## config.mk

```make
export PLATFORM = sky130hd
export DESIGN_NAME = tc_ps_acp_tx
export DESIGN_NICKNAME = d
export VERILOG_FILES = /design/src/rtl/tc_ps_acp_tx.sv
export SDC_FILE = /design/constraint.sdc
export NUM_CORES = 1
export LEC_CHECK = 0
export CORE_MARGIN = 2
export CORE_UTILIZATION = 46
export CTS_BUF_LIST = sky130_fd_sc_hd__clkbuf_8
export CTS_CLUSTER_DIAMETER = 200
export DETAILED_ROUTE_END_ITERATION = 12
export PLACE_DENSITY = 0.84
export SETUP_SLACK_MARGIN = 0.3
export SYNTH_ARGS = -nofsm -noshare
export SYNTH_HDL_FRONTEND = slang
export SYNTH_SLANG_ARGS = --single-unit
```

## constraint.sdc

```tcl
create_clock -name clk -period 5.8 [get_ports clk]
set_clock_uncertainty 0.1 [all_clocks]
set_input_delay 1.16 -clock clk [delete_from_list [all_inputs] [get_ports clk]]
set_output_delay 1.16 -clock clk [all_outputs]
set_load 0.02 [all_outputs]
```

## src/rtl/tc_ps_acp_tx.sv

```systemverilog
// tc_ps_acp_tx
//   AXI3 write master for the PS ACP port (S_AXI_ACP_0 AW/W/B channels).
//   It accepts a command made of a start address and a count of 64-bit
//   words, then drains a valid/ready 64-bit data stream into coherent
//   memory. The words go out as INCR bursts of up to MAX_BURST beats, and
//   only one burst is outstanding at a time. No burst crosses a 4 KB
//   boundary.
//
// Ports
//   clk, rst                     clock, asynchronous active-high reset
//   cmd_valid/cmd_ready          command handshake (ready only while idle)
//   cmd_addr[31:0], cmd_len[15:0] start byte address (8-byte aligned by
//                                forcing bits[2:0] to 0), word count (0 = no-op)
//   din_valid/din_ready/din_data write-data stream
//   busy, done, err              status: in-flight, completion pulse,
//                                sticky write-error for the current command
//   S_AXI_ACP_0_aw*/w*/b*        AXI3 write-address, write-data and
//                                write-response channels
module tc_ps_acp_tx #(
  parameter int unsigned MAX_BURST = 16,
  parameter logic [2:0]  AXI_ID    = 3'd0,
  parameter logic [3:0]  ACP_CACHE = 4'hF,
  parameter logic [4:0]  ACP_USER  = 5'h01
) (
  input  logic        clk,
  input  logic        rst,
  input  logic        cmd_valid,
  output logic        cmd_ready,
  input  logic [31:0] cmd_addr,
  input  logic [15:0] cmd_len,
  input  logic        din_valid,
  output logic        din_ready,
  input  logic [63:0] din_data,
  output logic        busy,
  output logic        done,
  output logic        err,
  output logic [31:0] S_AXI_ACP_0_awaddr,
  output logic [1:0]  S_AXI_ACP_0_awburst,
  output logic [3:0]  S_AXI_ACP_0_awcache,
  output logic [2:0]  S_AXI_ACP_0_awid,
  output logic [3:0]  S_AXI_ACP_0_awlen,
  output logic [1:0]  S_AXI_ACP_0_awlock,
  output logic [2:0]  S_AXI_ACP_0_awprot,
  output logic [3:0]  S_AXI_ACP_0_awqos,
  output logic [2:0]  S_AXI_ACP_0_awsize,
  output logic [4:0]  S_AXI_ACP_0_awuser,
  output logic        S_AXI_ACP_0_awvalid,
  input  logic        S_AXI_ACP_0_awready,
  output logic [63:0] S_AXI_ACP_0_wdata,
  output logic [2:0]  S_AXI_ACP_0_wid,
  output logic        S_AXI_ACP_0_wlast,
  output logic [7:0]  S_AXI_ACP_0_wstrb,
  output logic        S_AXI_ACP_0_wvalid,
  input  logic        S_AXI_ACP_0_wready,
  input  logic [2:0]  S_AXI_ACP_0_bid,
  input  logic [1:0]  S_AXI_ACP_0_bresp,
  input  logic        S_AXI_ACP_0_bvalid,
  output logic        S_AXI_ACP_0_bready
);

  typedef enum logic [2:0] {
    ST_IDLE = 3'd0,
    ST_AW   = 3'd1,
    ST_W    = 3'd2,
    ST_B    = 3'd3,
    ST_DONE = 3'd4
  } state_t;

  state_t      state_r;
  logic [31:0] addr_r;
  logic [15:0] rem_r;
  logic [4:0]  beats_r;
  logic [3:0]  beat_cnt_r;
  logic [31:0] awaddr_r;
  logic [3:0]  awlen_r;
  logic        awvalid_r;
  logic        w_active_r;
  logic        wlast_r;
  logic        bready_r;
  logic        cmd_ready_r;
  logic        busy_r;
  logic        done_r;
  logic        err_r;

  logic [4:0]  cap_s;
  logic [12:0] room_s;
  logic [4:0]  beats_s;
  logic [15:0] rem_next_s;
  logic        unused_s;

  // bid is not checked (single ID) and the low address bits are forced to 0.
  assign unused_s = ^{S_AXI_ACP_0_bid, cmd_addr[2:0]};

  // Burst sizing: limited by the remaining words, MAX_BURST and the words left before the next 4 KB page.
  always_comb begin
    cap_s      = (rem_r > 16'(MAX_BURST)) ? 5'(MAX_BURST) : rem_r[4:0];
    room_s     = (13'h1000 - {1'b0, addr_r[11:0]}) >> 3;
    beats_s    = ({8'd0, cap_s} > room_s) ? room_s[4:0] : cap_s;
    rem_next_s = rem_r - {11'd0, beats_r};
  end

  // Command sequencing: AW issue, W beat counting, B collection and completion.
  always_ff @(posedge clk or posedge rst) begin
    if (rst) begin
      state_r     <= ST_IDLE;
      addr_r      <= 32'd0;
      rem_r       <= 16'd0;
      beats_r     <= 5'd0;
      beat_cnt_r  <= 4'd0;
      awaddr_r    <= 32'd0;
      awlen_r     <= 4'd0;
      awvalid_r   <= 1'b0;
      w_active_r  <= 1'b0;
      wlast_r     <= 1'b0;
      bready_r    <= 1'b0;
      cmd_ready_r <= 1'b1;
      busy_r      <= 1'b0;
      done_r      <= 1'b0;
      err_r       <= 1'b0;
    end else begin
      done_r <= 1'b0;
      case (state_r)
        ST_IDLE: begin
          if (cmd_valid && cmd_ready_r) begin
            addr_r      <= {cmd_addr[31:3], 3'b000};
            rem_r       <= cmd_len;
            err_r       <= 1'b0;
            busy_r      <= 1'b1;
            cmd_ready_r <= 1'b0;
            state_r     <= (cmd_len == 16'd0) ? ST_DONE : ST_AW;
          end else begin
            state_r <= ST_IDLE;
          end
        end
        ST_AW: begin
          // First AW cycle loads the burst; awvalid then holds until accepted.
          if (!awvalid_r) begin
            awaddr_r  <= addr_r;
            awlen_r   <= beats_s[3:0] - 4'd1;
            beats_r   <= beats_s;
            awvalid_r <= 1'b1;
          end else if (S_AXI_ACP_0_awready) begin
            awvalid_r  <= 1'b0;
            beat_cnt_r <= 4'd0;
            wlast_r    <= (awlen_r == 4'd0);
            w_active_r <= 1'b1;
            state_r    <= ST_W;
          end else begin
            awvalid_r <= 1'b1;
          end
        end
        ST_W: begin
          if (din_valid && S_AXI_ACP_0_wready) begin
            if (wlast_r) begin
              wlast_r    <= 1'b0;
              w_active_r <= 1'b0;
              bready_r   <= 1'b1;
              state_r    <= ST_B;
            end else begin
              beat_cnt_r <= beat_cnt_r + 4'd1;
              wlast_r    <= ((beat_cnt_r + 4'd1) == awlen_r);
            end
          end else begin
            state_r <= ST_W;
          end
        end
        ST_B: begin
          if (S_AXI_ACP_0_bvalid) begin
            bready_r <= 1'b0;
            err_r    <= err_r | (S_AXI_ACP_0_bresp != 2'b00);
            addr_r   <= addr_r + {24'd0, beats_r, 3'b000};
            rem_r    <= rem_next_s;
            state_r  <= (rem_next_s == 16'd0) ? ST_DONE : ST_AW;
          end else begin
            state_r <= ST_B;
          end
        end
        ST_DONE: begin
          done_r      <= 1'b1;
          busy_r      <= 1'b0;
          cmd_ready_r <= 1'b1;
          state_r     <= ST_IDLE;
        end
        default: begin
          state_r     <= ST_IDLE;
          awvalid_r   <= 1'b0;
          w_active_r  <= 1'b0;
          wlast_r     <= 1'b0;
          bready_r    <= 1'b0;
          busy_r      <= 1'b0;
          cmd_ready_r <= 1'b1;
        end
      endcase
    end
  end

  assign cmd_ready = cmd_ready_r;
  assign busy      = busy_r;
  assign done      = done_r;
  assign err       = err_r;

  assign S_AXI_ACP_0_awaddr  = awaddr_r;
  assign S_AXI_ACP_0_awburst = 2'b01;
  assign S_AXI_ACP_0_awcache = ACP_CACHE;
  assign S_AXI_ACP_0_awid    = AXI_ID;
  assign S_AXI_ACP_0_awlen   = awlen_r;
  assign S_AXI_ACP_0_awlock  = 2'b00;
  assign S_AXI_ACP_0_awprot  = 3'b000;
  assign S_AXI_ACP_0_awqos   = 4'b0000;
  assign S_AXI_ACP_0_awsize  = 3'b011;
  assign S_AXI_ACP_0_awuser  = ACP_USER;
  assign S_AXI_ACP_0_awvalid = awvalid_r;

  // The data path is a pass-through so that the stream adds no latency; the gate is a register.
  assign S_AXI_ACP_0_wdata  = din_data;
  assign S_AXI_ACP_0_wid    = AXI_ID;
  assign S_AXI_ACP_0_wlast  = wlast_r;
  assign S_AXI_ACP_0_wstrb  = 8'hFF;
  assign S_AXI_ACP_0_wvalid = w_active_r & din_valid;
  assign din_ready          = w_active_r & S_AXI_ACP_0_wready;

  assign S_AXI_ACP_0_bready = bready_r;

endmodule
```

# [After elaboration in Yosys (flattened, before gate mapping)]
# Index checks and enable logic that the tools add are counted.
# W data, S select, Z words.
[classes] add_sub_neg=5 magnitude_cmp=2 n_eq_ne=13 mux=46 bitwise_logic=7 reduce_logical=21
[ops] op="$mux W32" n=2
[ops] op="$pmux W32 S2" n=1
[ops] op="$add A32 B8 Y32" n=1
[ops] op="$logic_not A16 Y1" n=2
[ops] op="$mux W16" n=2
[ops] op="$pmux W16 S2" n=1
[ops] op="$mux W3" n=8
[ops] op="$mux W1" n=17
[ops] op="$gt A16 B5 Y1 const B" n=1
[ops] op="$mux W4" n=4
[ops] op="$sub A16 B5 Y16" n=1
[ops] op="$ne A2 B2 Y1 const B" n=7
[ops] op="$sub A13 B12 Y13 const A" n=1
[ops] op="$pmux W3 S4" n=1
[ops] op="$gt A5 B10 Y1" n=1
[ops] op="$mux W5" n=2
[ops] op="$reduce_and A5 Y1" n=2
[ops] op="$pmux W1 S3" n=3
[ops] op="$reduce_or A3 Y1" n=3
[ops] op="$pmux W1 S2" n=4
[ops] op="$pmux W4 S2" n=1
[ops] op="$reduce_and A4 Y1" n=2
[ops] op="$eq A3 B2 Y1 const B" n=2
[ops] op="$reduce_and A3 Y1" n=2
[ops] op="15 further kinds" n=23
[word_totals] reg_bits=104 inputBits=124 out_inout_bits=146

# [Logic depth before layout (Yosys ltp)]
[depth] ltp_word=5 ltp_mapped=15

# [Worst setup path after synthesis]
# OpenSTA, ideal clock, no wires.
[synth_path] path_kind="register to register" start="reg rem_r[11]" end="reg awlen_r[2] (netlist: S_AXI_ACP_0_awlen[2])" setup_ns=0.132 arrival_time_ns=3.930 setup_slack_ns=1.638 path_stages_with_launch=14 synth_period_minus_slack_ns=4.162 path_cell_list="dfrtp_1 or4_1 or2_1 or3_2 ha_1 nand2_1 a21oi_1 a211oi_1 or2_1 buf_2 mux2_2 ha_1 o2111ai_2 or3b_1"
[synth_between] elab_chain_cells=5
[synth_rtl] element="from (decl)" line_no="71" source="logic [15:0] rem_r;"
[synth_rtl] element="from (signal assigned)" line_no="126" source="rem_r <= cmd_len;"
[synth_rtl] element="from (signal assigned)" line_no="172" source="rem_r <= rem_next_s;"
[synth_rtl] element="$gt A16 B5 Y1 (*)" line_no="96" source="cap_s = (rem_r > 16'(MAX_BURST)) ? 5'(MAX_BURST) : rem_r[4:0];"
[synth_rtl] element="$mux W5 (*)" line_no="96"
[synth_rtl] element="$gt A5 B10 Y1" line_no="98" source="beats_s = ({8'd0, cap_s} > room_s) ? room_s[4:0] : cap_s;"
[synth_rtl] element="$mux W5 (*)" line_no="98"
[synth_rtl] element="$sub A4 B1 Y4 (*)" line_no="139" source="awlen_r <= beats_s[3:0] - 4'd1;"
[synth_rtl] element="to (signal assigned)" line_no="139"
[synth_rtl] element="to (decl)" line_no="75" source="logic [3:0] awlen_r;"
# Every way passes the cells marked *; elsewhere a longest branch is shown, timed or not.
# A chain may end at the register's enable or synchronous reset.

# [Worst setup path in the final report]
# Same ends and word-level chain as after synthesis.

==> summary.txt <==
Floorplan
  – DIE AREA: around 16000 sq um
  – Core box area: around 15000 sq um
  – Rows: 44
  – DIE HEIGHT: ~130 um
  – Initial Util: 47.1%
  – Die Width: between 100 and 150 um
  – # IOs: between 200 and 300

Critical path
  – Worst Path Max Fanout: 8
  – Reg2reg start: rem_r[11]
  – Worst path top cell family by delay: simple AND/OR/NAND/NOR gates
  – CP arrival: ~4.8 ns
  – CP max stage cell: or4_1
  – CP endpoint kind: flip-flop
  – Cell Chain, Critical Path: or4_1, or2_1, or3_2, ha_1, nand2_1, a21oi_1, a211oi_1, or2_1, mux2_2, ha_1, nand2b_1, o31ai_1, or3b_1
  – R2r endpoint: S_AXI_ACP_0_awlen[2]
  – CP peak stage delay: just over 0.6 ns
  – Setup crit start kind: flip-flop
  – Buf+Inv Stages, Crit Path: 0
  – Crit Path Class: flip-flop to flip-flop
  – CP Data Required Time: slightly above 6 ns
  – Reg2Reg Setup Slack: approximately 1.3 ns
  – Path depth of the worst reg2reg path: 13

CTS
  – CTS tree: done
  – Clk_lat worst skew: between 0.3 and 0.4 ns
  – TritonCTS buffer count: 9
  – CTS-repair resized insts: 0
  – CTS Root Cell: clkbuf_8
  – H-tree levels: 3
  – Setup repair bufs after CTS: 0
  – Worst-path clk slew: roughly 0.1 ns
  – Deepest clock path buffer count: 2
  – Hold Buf Count CTS: 0
  – CTS sink count: a little under 100

Detailed routing
  – DRC Markers: 0
  – Routed via count: between 5000 and 6000
  – Vias per inst: a little under 6
  – DRT iter0 DRCs: 680
  – Final WL: roughly 17 mm
  – Antenna-violating nets left: 0
  – WL met2: between 7 and 8 mm
  – DRT Pass-1 Iters: 5
  – Post-Route M1 WL: approximately 7.6 mm
  – Drt wl/cell: between 15 and 20 um
  – WL met3: about 1.4 mm
  – Highest Signal Layer: met4

Synthesis
  – Synth Cell Area: about 6800 sq um
  – Synth warn: 0
  – Number of synthesized register bits: 98
  – Most frequent cells after synthesis: nand2_1 (137), buf_4 (104), dfrtp_1 (97), a21oi_1 (54), nor2_1 (51)
  – Ys flop type: dfrtp_1
  – Synth top area cells: dfrtp_1 (35%), buf_4 (11%), nand2_1 (7.5%)
  – Largest family of logic cells by synthesized area: simple AND/OR/NAND/NOR gates
  – Distinct cells, synth: 84
  – Async set or reset register ratio after synthesis: 100%
  – Count leader, synth: nand2_1
  – Mean Syn Cell Area: a little over 8 sq um
  – Sequential share of the synthesized area: 35.9%
  – Synth Area in Adders: under 10%
  – Simple-gate share of the synthesized area: 21.5%
  – Post-synth EDFFs: 0
  – Synth Area in XOR/XNOR: between 1.5 and 2%
  – Area leader, netlist: dfrtp_1
  – Yosys top cell area share: between 30% and 40%
  – Mux cell area share after synthesis: 0.969%
  – Post-synthesis compound-gate area fraction: between 20 and 25%
  – Syn Inst Count: roughly 820

Placed design
  – HPWL after DPL: around 12 mm
  – I/O Buffers: 95
  – Post-place instance area: 7290 sq um
  – GPL Wtd Cong: just over 0.9
  – Cells after DPL: ~1000

Finish
  – Filler cell count: 1351
  – Cell Count, Final, Fillers Out: a little over 1000
  – # nets final: a little under 1000
  – Layout area overhead: 10.2%
  – Layout cells sized above 1: about 6.7%
  – Inserted Diodes: 0
  – Post-route cell area: 7540 sq um

Global route
  – First-pass GRT wire length: ~27 mm
  – GRT overflow: 0
  – Vias in the first global route: 5351
  – Antenna violations before repair: 0
  – Largest net degree at the start of global routing: 70
  – GRT Overall Usage: approximately a fifth

Worst hold path
  – Hold path cells: 2
  – Type of the worst min-delay path: flip-flop to flip-flop
  – WHS Endpoint: S_AXI_ACP_0_awaddr[15]
  – Min-delay src: S_AXI_ACP_0_awaddr[15]

STA
  – Worst-Margin Slew: a little over 0.9 ns
  – Max-slew violation count: 0
  – # setup viols final: 0
  – Setup_tns: 0 ns
  – Minimum clock period: ~4.5 ns
  – WHS: 0.383 ns
  – Final period util: 78.1%
  – Max Freq: around 220 MHz
  – RSZ-0062 raised after global routing: false
  – Final Hold Fails: 0
  – Rel. slew slack: between 30% and 40%

Pwr
  – Peak supply drop: 0.187 mV
  – Power, Total: just over 4 mW
  – Leak: between 3 and 4 nW
  – Pwr Density: between 500 and 600 nW/um^2

Status
  – Outcome: completed

Job
  – Max-cap violations: 0
==> per-layer routing <==
| metal | GRT usage (%) | vias to the layer above |
|---|---|---|
| li1 | - | 2784 |
| met1 | 30.2 | 2874 |
| met2 | 31.4 | 290 |
| met3 | 4.80 | 38 |
| met4 | 6.85 | 0 |
| met5 | 0 | - |
==> tightest hold or removal path, cell delays in order (launching register included) <==
cell,delay [ns]
dfrtp_1,0.35
nand2_1,0.05
nand2_1,0.06
==> how the worst max path moves through the flow <==
stage,from,endpoint,cells after the start
floorplan,rem_r[11],S_AXI_ACP_0_awlen[2],13
global placement,rem_r[11],S_AXI_ACP_0_awlen[2],12
detailed placement,rem_r[11],S_AXI_ACP_0_awlen[2],12
CTS,rem_r[11],S_AXI_ACP_0_awlen[2],13
global route,rem_r[11],S_AXI_ACP_0_awlen[2],13
finish,rem_r[11],S_AXI_ACP_0_awlen[2],13
==> through the flow <==
step / util, % / setup WS (ns)
final: 51.9 / 1.27
after global routing: 51.9 / 0.997
after CTS: 51.9 / 1.31
after detailed placement: 50.1 / 1.32
after global placement: 50.1 / 1.37
after floorplan: - / 1.64
==> power by group <==
group          switching (mW)  leakage, nW  internal, mW
Sequential              0.357         1.18         0.995
Clock                   0.245        0.129         0.309
Combinational            1.28         1.87         0.888
==> final cells by class <==
type	instances	area, sq um	area share [%]
multi-input cells	593	3510	46.6
inverters	21	81.3	1.08
well taps	184	230	3.05
repair buffers	103	1010	13.4
flip-flops and latches	98	2450	32.5
clock buffers	11	151	2.01
clock inverters	5	100	1.33
==> cell usage in the layout, fill, tap and decap left out, drive strengths merged, types with 19 or more instances in the layout <==
cell type / Yosys / routed
nand2: 137 / 137
o21ai: 45 / 45
a21oi: 54 / 54
inv: 21 / 21
nand3: 22 / 22
ha: 19 / 19
conb: 2 / 40
clkdlybuf4s50: 0 / 95
dfrtp: 97 / 97
nor2: 52 / 52
==> state kept, by name, summed over array words and instances (netlist names), 3 cells and up <==
name / flops
S_AXI_ACP_0_awaddr: 29
addr_r: 29
rem_r: 16
beats_r: 5
S_AXI_ACP_0_awlen: 4
beat_cnt_r: 4
state_r: 3
==> cells by family (layout without fill, tap and decap cells) <==
kind of cell	Yosys count	count (layout)
AO/OA/AOI/OAI	206	206
XOR/XNOR	15	15
adder cells (fa/ha/maj)	21	21
buffers and inverters	170	140
flip-flops	98	98
multiplexers	6	6
other	2	40
AND/OR/NAND/NOR	305	305
No activity file was read; power rests on OpenSTA's default activity.
